`config.mk`:
```
export PLATFORM = sky130hd
export DESIGN_NAME = gemm_tile_mover
export DESIGN_NICKNAME = d
export VERILOG_FILES = /design/src/rtl/gemm_tile_pkg.sv /design/src/rtl/tile_fifo.sv /design/src/rtl/gemm_tile_mover.sv
export SDC_FILE = /design/constraint.sdc
export NUM_CORES = 1
export LEC_CHECK = 0
export CAP_MARGIN = 20
export CORE_AREA = 10 10 237 239
export CTS_BUF_LIST = sky130_fd_sc_hd__clkbuf_4
export CTS_CLUSTER_SIZE = 20
export DETAILED_ROUTE_END_ITERATION = 16
export DIE_AREA = 0 0 247 249
export HOLD_SLACK_MARGIN = 0.12
export PLACE_DENSITY = 0.7
export SLEW_MARGIN = 25
export SYNTH_ARGS = -nofsm -noshare
export SYNTH_HDL_FRONTEND = slang
export SYNTH_HIERARCHICAL = 1
export SYNTH_SLANG_ARGS = --single-unit
```
`constraint.sdc`:
```
create_clock -name clk -period 7.5 [get_ports clk]
set_input_delay 1.5 -clock clk [delete_from_list [all_inputs] [get_ports clk]]
set_output_delay 1.5 -clock clk [all_outputs]
set_load 0.02 [all_outputs]
```
`src/rtl/gemm_tile_pkg.sv`:
```
// rtl/gemm_tile_pkg.sv - shared types and constants for the GEMM tile mover
package gemm_tile_pkg;

  localparam int ROW_BYTES = 16;

  typedef logic [ROW_BYTES-1:0][7:0] row_t;

  typedef enum logic [1:0] {
    IDLE  = 2'd0,
    LOAD  = 2'd1,
    STORE = 2'd2,
    DONE  = 2'd3
  } state_t;

  localparam logic DIR_LOAD  = 1'b0;
  localparam logic DIR_STORE = 1'b1;

endpackage

```
`src/rtl/tile_fifo.sv`:
```
// rtl/tile_fifo.sv - synchronous FIFO with occupancy count
module tile_fifo #(
  parameter int WIDTH = 128,
  parameter int DEPTH = 2
) (
  input  logic                   clk,
  input  logic                   rst_n,
  input  logic                   push_i,
  input  logic [WIDTH-1:0]       push_data_i,
  input  logic                   pop_i,
  output logic [WIDTH-1:0]       head_o,
  output logic [$clog2(DEPTH):0] count_o,
  output logic                   empty_o,
  output logic                   full_o
);

  localparam int AW = $clog2(DEPTH);
  localparam int CW = AW + 1;
  localparam logic [AW:0] FULL_CNT = CW'(DEPTH);

  logic [WIDTH-1:0] mem_q [DEPTH];
  logic [AW-1:0]    wr_ptr_q;
  logic [AW-1:0]    rd_ptr_q;
  logic [AW:0]      count_q;
  logic             do_push;
  logic             do_pop;

  assign empty_o = (count_q == '0);
  assign full_o  = (count_q == FULL_CNT);
  assign do_pop  = pop_i && !empty_o;
  // A pop frees the slot the same cycle, so a full FIFO may still accept.
  assign do_push = push_i && (!full_o || do_pop);
  assign head_o  = mem_q[rd_ptr_q];
  assign count_o = count_q;

  always_ff @(posedge clk or negedge rst_n) begin
    if (!rst_n) begin
      wr_ptr_q <= '0;
      rd_ptr_q <= '0;
      count_q  <= '0;
    end else begin
      if (do_push) wr_ptr_q <= wr_ptr_q + AW'(1);
      if (do_pop)  rd_ptr_q <= rd_ptr_q + AW'(1);
      case ({do_push, do_pop})
        2'b10:   count_q <= count_q + CW'(1);
        2'b01:   count_q <= count_q - CW'(1);
        default: count_q <= count_q;
      endcase
    end
  end

  always_ff @(posedge clk) begin
    if (do_push) mem_q[wr_ptr_q] <= push_data_i;
  end

endmodule

```
`src/rtl/gemm_tile_mover.sv`:
```
// rtl/gemm_tile_mover.sv - strided tile load/store engine on the wide memory port
module gemm_tile_mover #(
  parameter int ROW_BYTES  = 16,
  parameter int FIFO_DEPTH = 2,
  parameter int MAX_ROWS_W = 8
) (
  input  logic                   clk,
  input  logic                   rst_n,
  input  logic                   start,
  input  logic                   cfg_dir,
  input  logic [31:0]            cfg_base,
  input  logic [31:0]            cfg_stride,
  input  logic [MAX_ROWS_W-1:0]  cfg_rows,
  input  logic [4:0]             cfg_bytes,
  output logic                   busy,
  output logic                   done,
  output logic                   interface_en,
  output logic                   interface_rdwr,
  output logic [4:0]             interface_control,
  output logic [31:0]            interface_addr,
  output logic [ROW_BYTES*8-1:0] interface_wr_data,
  input  logic [ROW_BYTES*8-1:0] interface_rd_data,
  output logic                   out_valid,
  input  logic                   out_ready,
  output logic [ROW_BYTES*8-1:0] out_data,
  input  logic                   in_valid,
  output logic                   in_ready,
  input  logic [ROW_BYTES*8-1:0] in_data
);

  import gemm_tile_pkg::*;

  localparam int DW = ROW_BYTES * 8;
  localparam int CW = $clog2(FIFO_DEPTH) + 1;

  state_t                state_q, state_d;
  logic [31:0]           addr_q, addr_d;
  logic [31:0]           stride_q;
  logic [MAX_ROWS_W-1:0] rows_q;
  logic [4:0]            bytes_q;
  logic [MAX_ROWS_W-1:0] issued_q, issued_d;
  logic [MAX_ROWS_W-1:0] popped_q, popped_d;
  logic [MAX_ROWS_W-1:0] written_q, written_d;
  logic                  inflight_q, inflight_d;

  logic                  rd_issue;
  logic                  wr_accept;
  logic                  pop;
  logic                  credit_ok;
  logic                  fifo_push;
  logic                  fifo_pop;
  logic                  fifo_empty;
  logic                  fifo_full;
  logic [CW-1:0]         fifo_count;
  logic [DW-1:0]         fifo_head;
  logic [MAX_ROWS_W-1:0] popped_next;

  tile_fifo #(
    .WIDTH (DW),
    .DEPTH (FIFO_DEPTH)
  ) u_load_fifo (
    .clk         (clk),
    .rst_n       (rst_n),
    .push_i      (fifo_push),
    .push_data_i (interface_rd_data),
    .pop_i       (fifo_pop),
    .head_o      (fifo_head),
    .count_o     (fifo_count),
    .empty_o     (fifo_empty),
    .full_o      (fifo_full)
  );

  // The returning beat is offered directly when the FIFO is empty, giving
  // one-cycle read-to-valid latency and full throughput at depth 2.
  assign out_valid = !fifo_empty || inflight_q;
  assign out_data  = !fifo_empty ? fifo_head : (inflight_q ? interface_rd_data : '0);
  assign pop       = out_valid && out_ready;
  assign fifo_pop  = out_ready && !fifo_empty;
  assign fifo_push = inflight_q && !(fifo_empty && out_ready);

  assign credit_ok   = (fifo_count + CW'(inflight_q)) < CW'(FIFO_DEPTH);
  assign rd_issue    = (state_q == LOAD) && (issued_q < rows_q) && credit_ok;
  assign in_ready    = (state_q == STORE) && (written_q < rows_q);
  assign wr_accept   = in_valid && in_ready;
  assign popped_next = popped_q + MAX_ROWS_W'(pop);

  assign interface_en      = rd_issue || wr_accept;
  assign interface_rdwr    = wr_accept;
  assign interface_control = interface_en ? bytes_q : 5'd0;
  assign interface_addr    = interface_en ? addr_q : 32'd0;
  assign interface_wr_data = wr_accept ? in_data : '0;

  always_comb begin
    state_d    = state_q;
    addr_d     = addr_q;
    issued_d   = issued_q;
    popped_d   = popped_q;
    written_d  = written_q;
    inflight_d = rd_issue;
    busy       = 1'b0;
    done       = 1'b0;
    case (state_q)
      IDLE: begin
        if (start) begin
          addr_d    = cfg_base;
          issued_d  = '0;
          popped_d  = '0;
          written_d = '0;
          if (cfg_rows == '0)          state_d = DONE;
          else if (cfg_dir == DIR_STORE) state_d = STORE;
          else                          state_d = LOAD;
        end
      end
      LOAD: begin
        busy     = 1'b1;
        popped_d = popped_next;
        if (rd_issue) begin
          addr_d   = addr_q + stride_q;
          issued_d = issued_q + MAX_ROWS_W'(1);
        end
        if ((issued_q == rows_q) && (popped_next == rows_q)) state_d = DONE;
      end
      STORE: begin
        busy = 1'b1;
        if (wr_accept) begin
          addr_d    = addr_q + stride_q;
          written_d = written_q + MAX_ROWS_W'(1);
          if (written_q + MAX_ROWS_W'(1) == rows_q) state_d = DONE;
        end
      end
      DONE: begin
        done    = 1'b1;
        state_d = IDLE;
      end
      default: state_d = IDLE;
    endcase
  end

  always_ff @(posedge clk or negedge rst_n) begin
    if (!rst_n) begin
      state_q    <= IDLE;
      addr_q     <= '0;
      stride_q   <= '0;
      rows_q     <= '0;
      bytes_q    <= '0;
      issued_q   <= '0;
      popped_q   <= '0;
      written_q  <= '0;
      inflight_q <= 1'b0;
    end else begin
      state_q    <= state_d;
      addr_q     <= addr_d;
      issued_q   <= issued_d;
      popped_q   <= popped_d;
      written_q  <= written_d;
      inflight_q <= inflight_d;
      if ((state_q == IDLE) && start) begin
        stride_q <= cfg_stride;
        rows_q   <= cfg_rows;
        bytes_q  <= cfg_bytes;
      end
    end
  end

endmodule

```
==> results_dict.tcl, run 1 <==
set metrics [dict create \
    die_w_um 247 \
    hpwlAfterDp_um 56600 \
    layout_common_cells "636 x clkdlybuf4s50_1, 256 x edfxtp_1, 177 x nand2_1" \
    final_common_cell "clkdlybuf4s50_1" \
    antenna_found_initial 26 \
    vias_per_cell 5.04 \
    htreeDepth 3 \
    end_kind "primary output" \
    detail-route-antenna-nets 0 \
    crit_required_ns 6.00 \
    crit_arrival_ns 4.68 \
    rsz0062_at_grt "false" \
    finalSetupTns_ns 0 \
    cp_top_family "buffers and inverters" \
    drt-total-wl_um 73500 \
    numCtsBuffers 99 \
    tightest_slew_ns 1.04 \
    gp_congestion 0.950 \
    pin_count 638 \
    drt_iter0_drc 981 \
    status "completed" \
    avgSynthCellArea_sq_um 11.0 \
    fmax_ghz 0.162 \
    ys.warnings.count 6 \
    placeableCoreArea_sq_mm 0.0512 \
    crit_buf_inv 3 \
    die_area_sq_mm 0.0615 \
    rrSetupSlack_ns 3.96 \
    crit_type "register to primary output" \
    dieHeight_um 249 \
    seq_area_sq_mm 0.0104 \
    ir_drop_mv 0.326 \
    grtUsageMet3 0.0932 \
    synthCells 1757 \
    nets 2812 \
    drt_first_pass_iters 5 \
    p_leak_nw 10.7 \
    insertion_delay_ns 0.85 \
    fin_crit_sh 0.824 \
    holdCritPathClass "register to register" \
    cts_tree "built" \
    ctsHoldBuffers 0 \
    port_buffers 637 \
    max_stage_delay_ns 0.70 \
    layout-drive-gt1-share 0.144 \
    hold_violations 0 \
    dp.cells 2995 \
    start_kind "register" \
    tritoncts_num_sinks 364 \
    drv_slew 0 \
    use_met2 0.380 \
    initial_core_util 0.378 \
    multi_input_area_sq_mm 0.00796 \
    crit_chain "inv_1 -> ha_1 -> or3_1 -> a211oi_1 -> nor2_1 -> nor3_4 -> buf_4 -> and2_1 -> clkdlybuf4s50_1" \
    met1_usage 0.267 \
    grt_usage 0.230 \
    grt-busiest-layer "met2" \
    path_max_fanout 112 \
    post-cts-setup-buffer-count 0 \
    syn-num-nets 2153 \
    grt_max_degree 129 \
    cts_buffer_depth 3 \
    cp_slowest_cell "buf_4" \
    fin_cells 3170 \
    wl_per_cell_um 23.2 \
    setup_viol 0 \
    slew_headroom 0.305 \
    first_global_vias 16000 \
    grt_pass1_wl_um 107000 \
    drc 0 \
    fillers 4509 \
    cts.reportedPaths.clkPinSlew_ns 0.06 \
    ctsResizeCount 0 \
    powerDensity_mw_per_mm2 428 \
    cts_root_buf "clkbuf_4" \
    fin_crit_ns 6.18 \
    rows 83 \
    grt-ovfl-total 0 \
    num_vias 16000 \
    syn_area_sq_mm 0.0194 \
    drv_cap 0 \
    fin_skew_ns 0.0572 \
    area_growth_syn_to_layout_pct 42.1 \
]
[worst reg2reg max path: cells and delay by family, from the launching register on]
| kind | cells | cell delay [ns] |
|---|---|---|
| XOR/XNOR | 1 | 0.17 |
| AND/OR/NAND/NOR | 6 | 1.37 |
| flip-flops | 1 | 0.48 |
| multiplexers | 1 | 0.23 |
| AO/OA/AOI/OAI | 2 | 0.74 |
| adder cells (fa/ha/maj) | 2 | 0.52 |
[cell type report]
cell class              instances  area share
flip-flops and latches        364       0.378
diodes                         10    0.000910
well taps                     680      0.0309
multi-input cells            1145       0.289
clock buffers                 137      0.0374
inverters                     156      0.0213
repair buffers                650       0.236
clock inverters                28     0.00573
[stage by stage]
| stage | worst slack [ns] | cell area (sq um) | utilization | total power (W) | hold WS, ns |
|---|---|---|---|---|---|
| after floorplan | 1.60 | 19400 | - | 0.00744 | 0.469 |
| after global placement | 1.81 | 26300 | 0.513 | 0.00998 | 0.484 |
| after detailed placement | 1.71 | 26300 | 0.513 | 0.0101 | 0.490 |
| after CTS | 1.12 | 27500 | 0.536 | 0.0119 | 0.505 |
| after global routing | 0.906 | 27500 | 0.537 | 0.0126 | 0.519 |
| final | 1.32 | 27500 | 0.537 | 0.0118 | 0.501 |
[routing by layer]
layer	wire (um)	part of all wire
met4	1570	0.021
met3	7630	0.10
met2	35600	0.48
met5	206	0.0028
met1	28500	0.39
[registers in the layout (all words and copies together) (netlist names)]
| register | flops |
|---|---|
| written_q | 8 |
| addr_q | 32 |
| u_load_fifo/count_o | 2 |
| stride_q | 32 |
| state_q | 2 |
| bytes_q | 5 |
| u_load_fifo/rd_ptr_q | 1 |
| u_load_fifo/mem_q | 256 |
| popped_q | 8 |
| u_load_fifo/wr_ptr_q | 1 |
| inflight_q | 1 |
| issued_q | 8 |
| rows_q | 8 |
[power breakdown]
group | switching, W | internal [W] | total (W)
sequential | 0.000359 | 0.00270 | 0.00306
combinational | 0.00393 | 0.00306 | 0.00699
clock | 0.000844 | 0.000873 | 0.00172
[path summary, 6_finish.rpt]
check                                                   start                                to  cells past startpoint
max reg2reg                u_load_fifo/count_o[1]$_DFFE_PN0P_            state_q[0]$_DFFE_PN0P_                     12
max in group asynchronous                               rst_n  u_load_fifo/rd_ptr_q$_DFFE_PN0P_                      2
min                                    bytes_q[4]$_DFFE_PN0P_            bytes_q[4]$_DFFE_PN0P_                      1
min reg2reg                            bytes_q[4]$_DFFE_PN0P_            bytes_q[4]$_DFFE_PN0P_                      1
max                                     rows_q[4]$_DFFE_PN0P_             interface_wr_data[64]                      9
min in group asynchronous                               rst_n          stride_q[13]$_DFFE_PN0P_                      1
No activity file was read; power rests on OpenSTA's default activity.
==> run 2, diff against run 1 <==
--- a/config.mk
+++ b/config.mk
@@ -6,13 +6,13 @@
 export NUM_CORES = 1
 export LEC_CHECK = 0
 export CAP_MARGIN = 20
-export CORE_AREA = 10 10 237 239
+export CORE_AREA = 10 10 238 240
 export CTS_BUF_LIST = sky130_fd_sc_hd__clkbuf_4
 export CTS_CLUSTER_SIZE = 20
 export DETAILED_ROUTE_END_ITERATION = 16
-export DIE_AREA = 0 0 247 249
+export DIE_AREA = 0 0 248 250
 export HOLD_SLACK_MARGIN = 0.12
-export PLACE_DENSITY = 0.7
+export PLACE_DENSITY = 0.67
 export SLEW_MARGIN = 25
 export SYNTH_ARGS = -nofsm -noshare
 export SYNTH_HDL_FRONTEND = slang
==> constraint.sdc (replaced) <==
create_clock -name clk -period 5.7 [get_ports clk]
set_input_delay 1.14 -clock clk [delete_from_list [all_inputs] [get_ports clk]]
set_output_delay 1.14 -clock clk [all_outputs]
set_load 0.02 [all_outputs]
==> results_dict.tcl, run 2 (synthesized netlist as in run 1, its figures left out) <==
set metrics [dict create \
    path_max_fanout 130 \
    crit_chain "inv_1 -> ha_1 -> or3_1 -> a211oi_1 -> nor2_1 -> nor3_4 -> buf_6 -> and2_1 -> clkdlybuf4s50_1" \
    fin_util 0.532 \
    drt-met1-wl_um 28200 \
    fmax_ghz 0.186 \
    die_area_sq_mm 0.0620 \
    num_vias 16000 \
    crit_type "register to primary output" \
    vias_per_cell 4.99 \
    insertion_delay_ns 0.85 \
    hpwlAfterDp_um 56900 \
    powerDensity_mw_per_mm2 565 \
    crit_path_start "rows_q[6]$_DFFE_PN0P_" \
    swShare 0.434 \
    rr_worst_depth 13 \
    drt-total-wl_um 74300 \
    drt_first_pass_iters 5 \
    wl_met2_um 35500 \
    nets 2819 \
    numCtsBuffers 100 \
    rsz0062_at_grt "false" \
    grt_max_degree 131 \
    highest_layer "met5" \
    layout_common_cells "636 x clkdlybuf4s50_1, 256 x edfxtp_1, 177 x nand2_1" \
    reg.largest.list "u_load_fifo/mem_q: 256 flops, addr_q: 32 flops, stride_q: 32 flops" \
    htreeDepth 3 \
    gp_congestion 1.01 \
    layout-drive-gt1-share 0.146 \
    p_leak_nw 10.8 \
    holdCritPathClass "input pin to async pin" \
    fin_skew_ns 0.0424 \
    final_common_cell "clkdlybuf4s50_1" \
    hold_ws_ns 0.472 \
    grt-ovfl-total 0 \
    cp_slowest_cell "clkdlybuf4s50_1" \
    cts_root_buf "clkbuf_4" \
    place_ws_ns 1.06 \
    crit_required_ns 4.56 \
    tritoncts_num_sinks 364 \
    status "completed" \
    rr_startpoint "u_load_fifo/count_o[1]$_DFFE_PN0P_" \
    fin_crit_ns 5.37 \
    p_clk_frac 0.151 \
    antenna_found_initial 40 \
    crit_arrival_ns 4.23 \
    die_w_um 248 \
    finalSetupTns_ns 0 \
    detail-route-antenna-nets 0 \
    drv_cap 0 \
    largest_reg_flops 256 \
    area_growth_syn_to_layout_pct 42.9 \
    p_comb_frac 0.592 \
    fin_cells 3200 \
    p_switching_w 0.00678 \
    grt_pass1_wl_um 107000 \
    port_buffers 637 \
    cts_tree "built" \
    ir_drop_mv 0.368 \
    max_stage_delay_ns 0.63 \
    cts.reportedPaths.clkPinSlew_ns 0.07 \
    fillers 4632 \
    first_global_vias 16500 \
    grt_usage 0.231 \
    crit_cells 9 \
    rrSetupSlack_ns 1.81 \
    crit_end "interface_wr_data[88]" \
    start_kind "register" \
    crit_buf_inv 3 \
    wl_met3_um 8340 \
    power_frac_seq 0.256 \
    cp_top_family "buffers and inverters" \
    drt_iter0_drc 894 \
    placeableCoreArea_sq_mm 0.0520 \
    regMostFlops "u_load_fifo/mem_q" \
    dieHeight_um 250 \
    setup_ws_ns 0.333 \
    rows 84 \
    drv_slew 0 \
    dp.cells 3009 \
    fin_crit_sh 0.942 \
    drc 0 \
    end_kind "primary output" \
    p_int_w 0.00884 \
    slew_headroom 0.365 \
    post-cts-setup-buffer-count 0 \
    worstReg2RegEnd "state_q[0]$_DFFE_PN0P_" \
    pin_count 638 \
    tightest_slew_ns 0.953 \
    hold_violations 0 \
    setup_viol 0 \
    initial_core_util 0.372 \
    cts_buffer_depth 3 \
    wl_per_cell_um 23.2 \
]
==> run 2: metrics by stage <==
step | area, sq um | power (W)
3_5_place_dp | 26300 | 0.0133
3_3_place_gp | 26300 | 0.0132
2_1_floorplan | 19400 | 0.00979
6_report | 27700 | 0.0156
4_1_cts | 27600 | 0.0158
5_1_grt | 27600 | 0.0167
==> run 2: cell type report <==
cell class | count | area (sq um) | area share
well taps | 688 | 861 | 0.0311
repair buffers | 656 | 6560 | 0.237
flip-flops and latches | 364 | 10400 | 0.376
clock buffers | 140 | 1050 | 0.0380
inverters | 156 | 586 | 0.0212
diodes | 13 | 32.5 | 0.00118
clock inverters | 38 | 220 | 0.00796
multi-input cells | 1145 | 7960 | 0.288
==> run 2: worst reg2reg max path, cell delays in order, from the launching register on <==
cell	delay [ns]
dfrtp_1	0.48
nor2_4	0.17
buf_4	0.68
nand2b_1	0.18
and2_1	0.24
ha_1	0.23
ha_1	0.31
xor2_1	0.16
nor4_1	0.22
nand3_1	0.12
o41ai_1	0.40
nand2_1	0.10
a21oi_1	0.26
mux2i_1	0.25
==> run 2: how the worst min path moves through the flow <==
stage	startpoint	end	slack [ns]	cells after the start
floorplan	popped_q[7]$_DFFE_PN0P_	popped_q[7]$_DFFE_PN0P_	0.47	2
global placement	popped_q[0]$_DFFE_PN0P_	popped_q[0]$_DFFE_PN0P_	0.48	1
detailed placement	bytes_q[3]$_DFFE_PN0P_	bytes_q[3]$_DFFE_PN0P_	0.48	1
CTS	rst_n	stride_q[8]$_DFFE_PN0P_	0.38	1
global route	rst_n	stride_q[8]$_DFFE_PN0P_	0.46	1
finish	rst_n	addr_q[18]$_DFFE_PN0P_	0.47	1
==> run 2: routing by layer <==
metal,track usage,up-vias
li1,-,7533
met1,0.262,7600
met2,0.380,667
met3,0.0987,146
met4,0.0831,32
met5,0,-
==> run 2: what timing repair did <==
action	CTS	global route
gates resized for setup	0	1
endpoints found under the setup margin	0	129
hold buffers	0	0
==> run 2: power groups by stage <==
stage | Combinational (W) | Sequential [W] | Clock [W]
2_1_floorplan | 0.00595 | 0.00384 | 0
3_3_place_gp | 0.00917 | 0.00403 | 0
3_5_place_dp | 0.00925 | 0.00406 | 0
4_1_cts | 0.00930 | 0.00400 | 0.00245
5_1_grt | 0.0100 | 0.00407 | 0.00259
6_report | 0.00925 | 0.00400 | 0.00236
==> run 3, diff against run 2 <==
--- a/config.mk
+++ b/config.mk
@@ -6,13 +6,13 @@
 export NUM_CORES = 1
 export LEC_CHECK = 0
 export CAP_MARGIN = 20
-export CORE_AREA = 10 10 238 240
+export CORE_AREA = 2 2 250 252
 export CTS_BUF_LIST = sky130_fd_sc_hd__clkbuf_4
 export CTS_CLUSTER_SIZE = 20
 export DETAILED_ROUTE_END_ITERATION = 16
-export DIE_AREA = 0 0 248 250
+export DIE_AREA = 0 0 252 254
 export HOLD_SLACK_MARGIN = 0.12
-export PLACE_DENSITY = 0.67
+export RECOVER_POWER = 50
 export SLEW_MARGIN = 25
 export SYNTH_ARGS = -nofsm -noshare
 export SYNTH_HDL_FRONTEND = slang
==> results_dict.tcl, run 3 (synthesized netlist as in run 1, its figures left out) <==
set metrics [dict create \
    status "finished with violations" \
    failed_checks "max-capacitance violations, max-slew violations" \
    fillers 5784 \
    drv_slew 302 \
    area_growth_syn_to_layout_pct 43.5 \
    layout-drive-gt1-share 0.150 \
    tritoncts_num_sinks 364 \
    whs_path_depth 1 \
    hpwlAfterDp_um 51300 \
    drv_cap 5 \
    place_ws_ns 1.23 \
    drc 0 \
    rsz0062_at_grt "false" \
    nets 2821 \
    detail-route-antenna-nets 0 \
    placed_area_sq_mm 0.0265 \
    fin_skew_ns 0.0578 \
    insertion_delay_ns 0.83 \
    rr_worst_depth 13 \
    vias_per_cell 4.83 \
    cts_buffer_depth 3 \
    finalSetupTns_ns 0 \
    min_from "popped_q[0]$_DFFE_PN0P_" \
    hold_violations 0 \
    initial_core_util 0.316 \
    pin_count 638 \
    powerDensity_mw_per_mm2 563 \
    die_w_um 252 \
    crit_arrival_ns 4.15 \
    largest_reg_flops 256 \
    drt_first_pass_iters 5 \
    grt_max_degree 132 \
    dieHeight_um 254 \
    gp_congestion 0.943 \
    numCtsBuffers 102 \
    rr_startpoint "u_load_fifo/count_o[1]$_DFFE_PN0P_" \
    first_global_vias 16200 \
    fmax_ghz 0.189 \
    fin_crit_ns 5.29 \
    antenna_found_initial 22 \
    slew_headroom -1.68 \
    crit_required_ns 4.56 \
    start_kind "register" \
    grt_pass1_wl_um 100000 \
    drt-total-wl_um 68900 \
    wl_per_cell_um 20.9 \
    regMostFlops "u_load_fifo/mem_q" \
    design_area_sq_mm 0.0278 \
    placeableCoreArea_sq_mm 0.0613 \
    end_kind "primary output" \
    ctsResizeCount 0 \
    p_leak_nw 10.8 \
    cts_root_buf "clkbuf_4" \
    multi_input_area_sq_mm 0.00793 \
    htreeDepth 3 \
    cts.reportedPaths.clkPinSlew_ns 0.06 \
    path_max_fanout 38 \
    post-cts-setup-buffer-count 0 \
    ctsHoldBuffers 0 \
    drt_iter0_drc 1049 \
    min_to "popped_q[0]$_DFFE_PN0P_" \
    cts_tree "built" \
    setup_ws_ns 0.411 \
    num_vias 15900 \
    rrSetupSlack_ns 1.80 \
    grt_usage 0.207 \
    seq_area_sq_mm 0.0104 \
    rows 91 \
    port_buffers 637 \
    holdCritPathClass "register to register" \
    reg.largest.list "u_load_fifo/mem_q: 256 flops, addr_q: 32 flops, stride_q: 32 flops" \
    final_common_cell "clkdlybuf4s50_1" \
    ir_drop_mv 0.567 \
    layout_common_cells "508 x clkdlybuf4s50_1, 256 x edfxtp_1, 179 x nand2_1" \
    setup_viol 0 \
    fin_crit_sh 0.928 \
    grt-ovfl-total 0 \
    die_area_sq_mm 0.0640 \
    worstReg2RegEnd "state_q[1]$_DFFE_PN0P_" \
    crit_type "register to primary output" \
    tightest_slew_ns 4.02 \
]
-- run 3: where the power goes --
| group | internal [W] | switching, W |
|---|---|---|
| combinational | 0.00406 | 0.00518 |
| sequential | 0.00357 | 0.000428 |
| clock | 0.00125 | 0.00115 |
| total | 0.00888 | 0.00676 |
-- run 3: area by class of cell --
type | instances | area share
Timing Repair Buffer | 656 | 0.236
Sequential cell | 364 | 0.374
Clock buffer | 156 | 0.0422
Antenna cell | 8 | 0.000721
Inverter | 156 | 0.0211
Clock inverter | 23 | 0.00482
Tap cell | 790 | 0.0356
Multi-Input combinational cell | 1145 | 0.285
-- run 3: through the flow --
step,utilization,std cells,total power [W],hold slack [ns]
after global placement,0.433,3111,0.0132,0.482
after detailed placement,0.433,3111,0.0133,0.486
after CTS,0.454,3290,0.0158,0.375
final,0.453,3298,0.0156,0.504
after global routing,0.453,3293,0.0167,0.531
after floorplan,-,1757,0.00979,0.469
-- run 3: per-layer routing --
layer,global-route usage,up-vias,part of all wire
li1,-,7541,-
met1,0.251,7570,0.39
met4,0.0565,22,0.020
met3,0.0770,139,0.099
met2,0.346,660,0.48
met5,0,-,0.0023
-- run 3: worst max path at each step --
stage,startpoint,end,slack (ns),cells after the start
3_5_place_dp,in_valid,interface_wr_data[9],1.23,6
3_3_place_gp,in_valid,interface_wr_data[9],1.27,6
6_report,rows_q[1]$_DFFE_PN0P_,interface_addr[8],0.41,11
5_1_grt,rows_q[1]$_DFFE_PN0P_,interface_addr[19],0.1,11
2_1_floorplan,out_ready,u_load_fifo/mem_q[0][0]$_DFFE_PP_,0.16,3
4_1_cts,rows_q[1]$_DFFE_PN0P_,interface_wr_data[9],0.38,11
-- run 3: worst max-delay path, stage by stage, from the launching register on --
cell and delay (ns):
dfrtp_1 0.41, inv_1 0.09, ha_1 0.30, nor2b_1 0.12
o21ai_0 0.09, nand2b_1 0.08, a21oi_1 0.06, o21ai_0 1.02
nand2b_1 0.12, buf_4 0.28, and2_1 0.20, clkdlybuf4s50_1 0.54
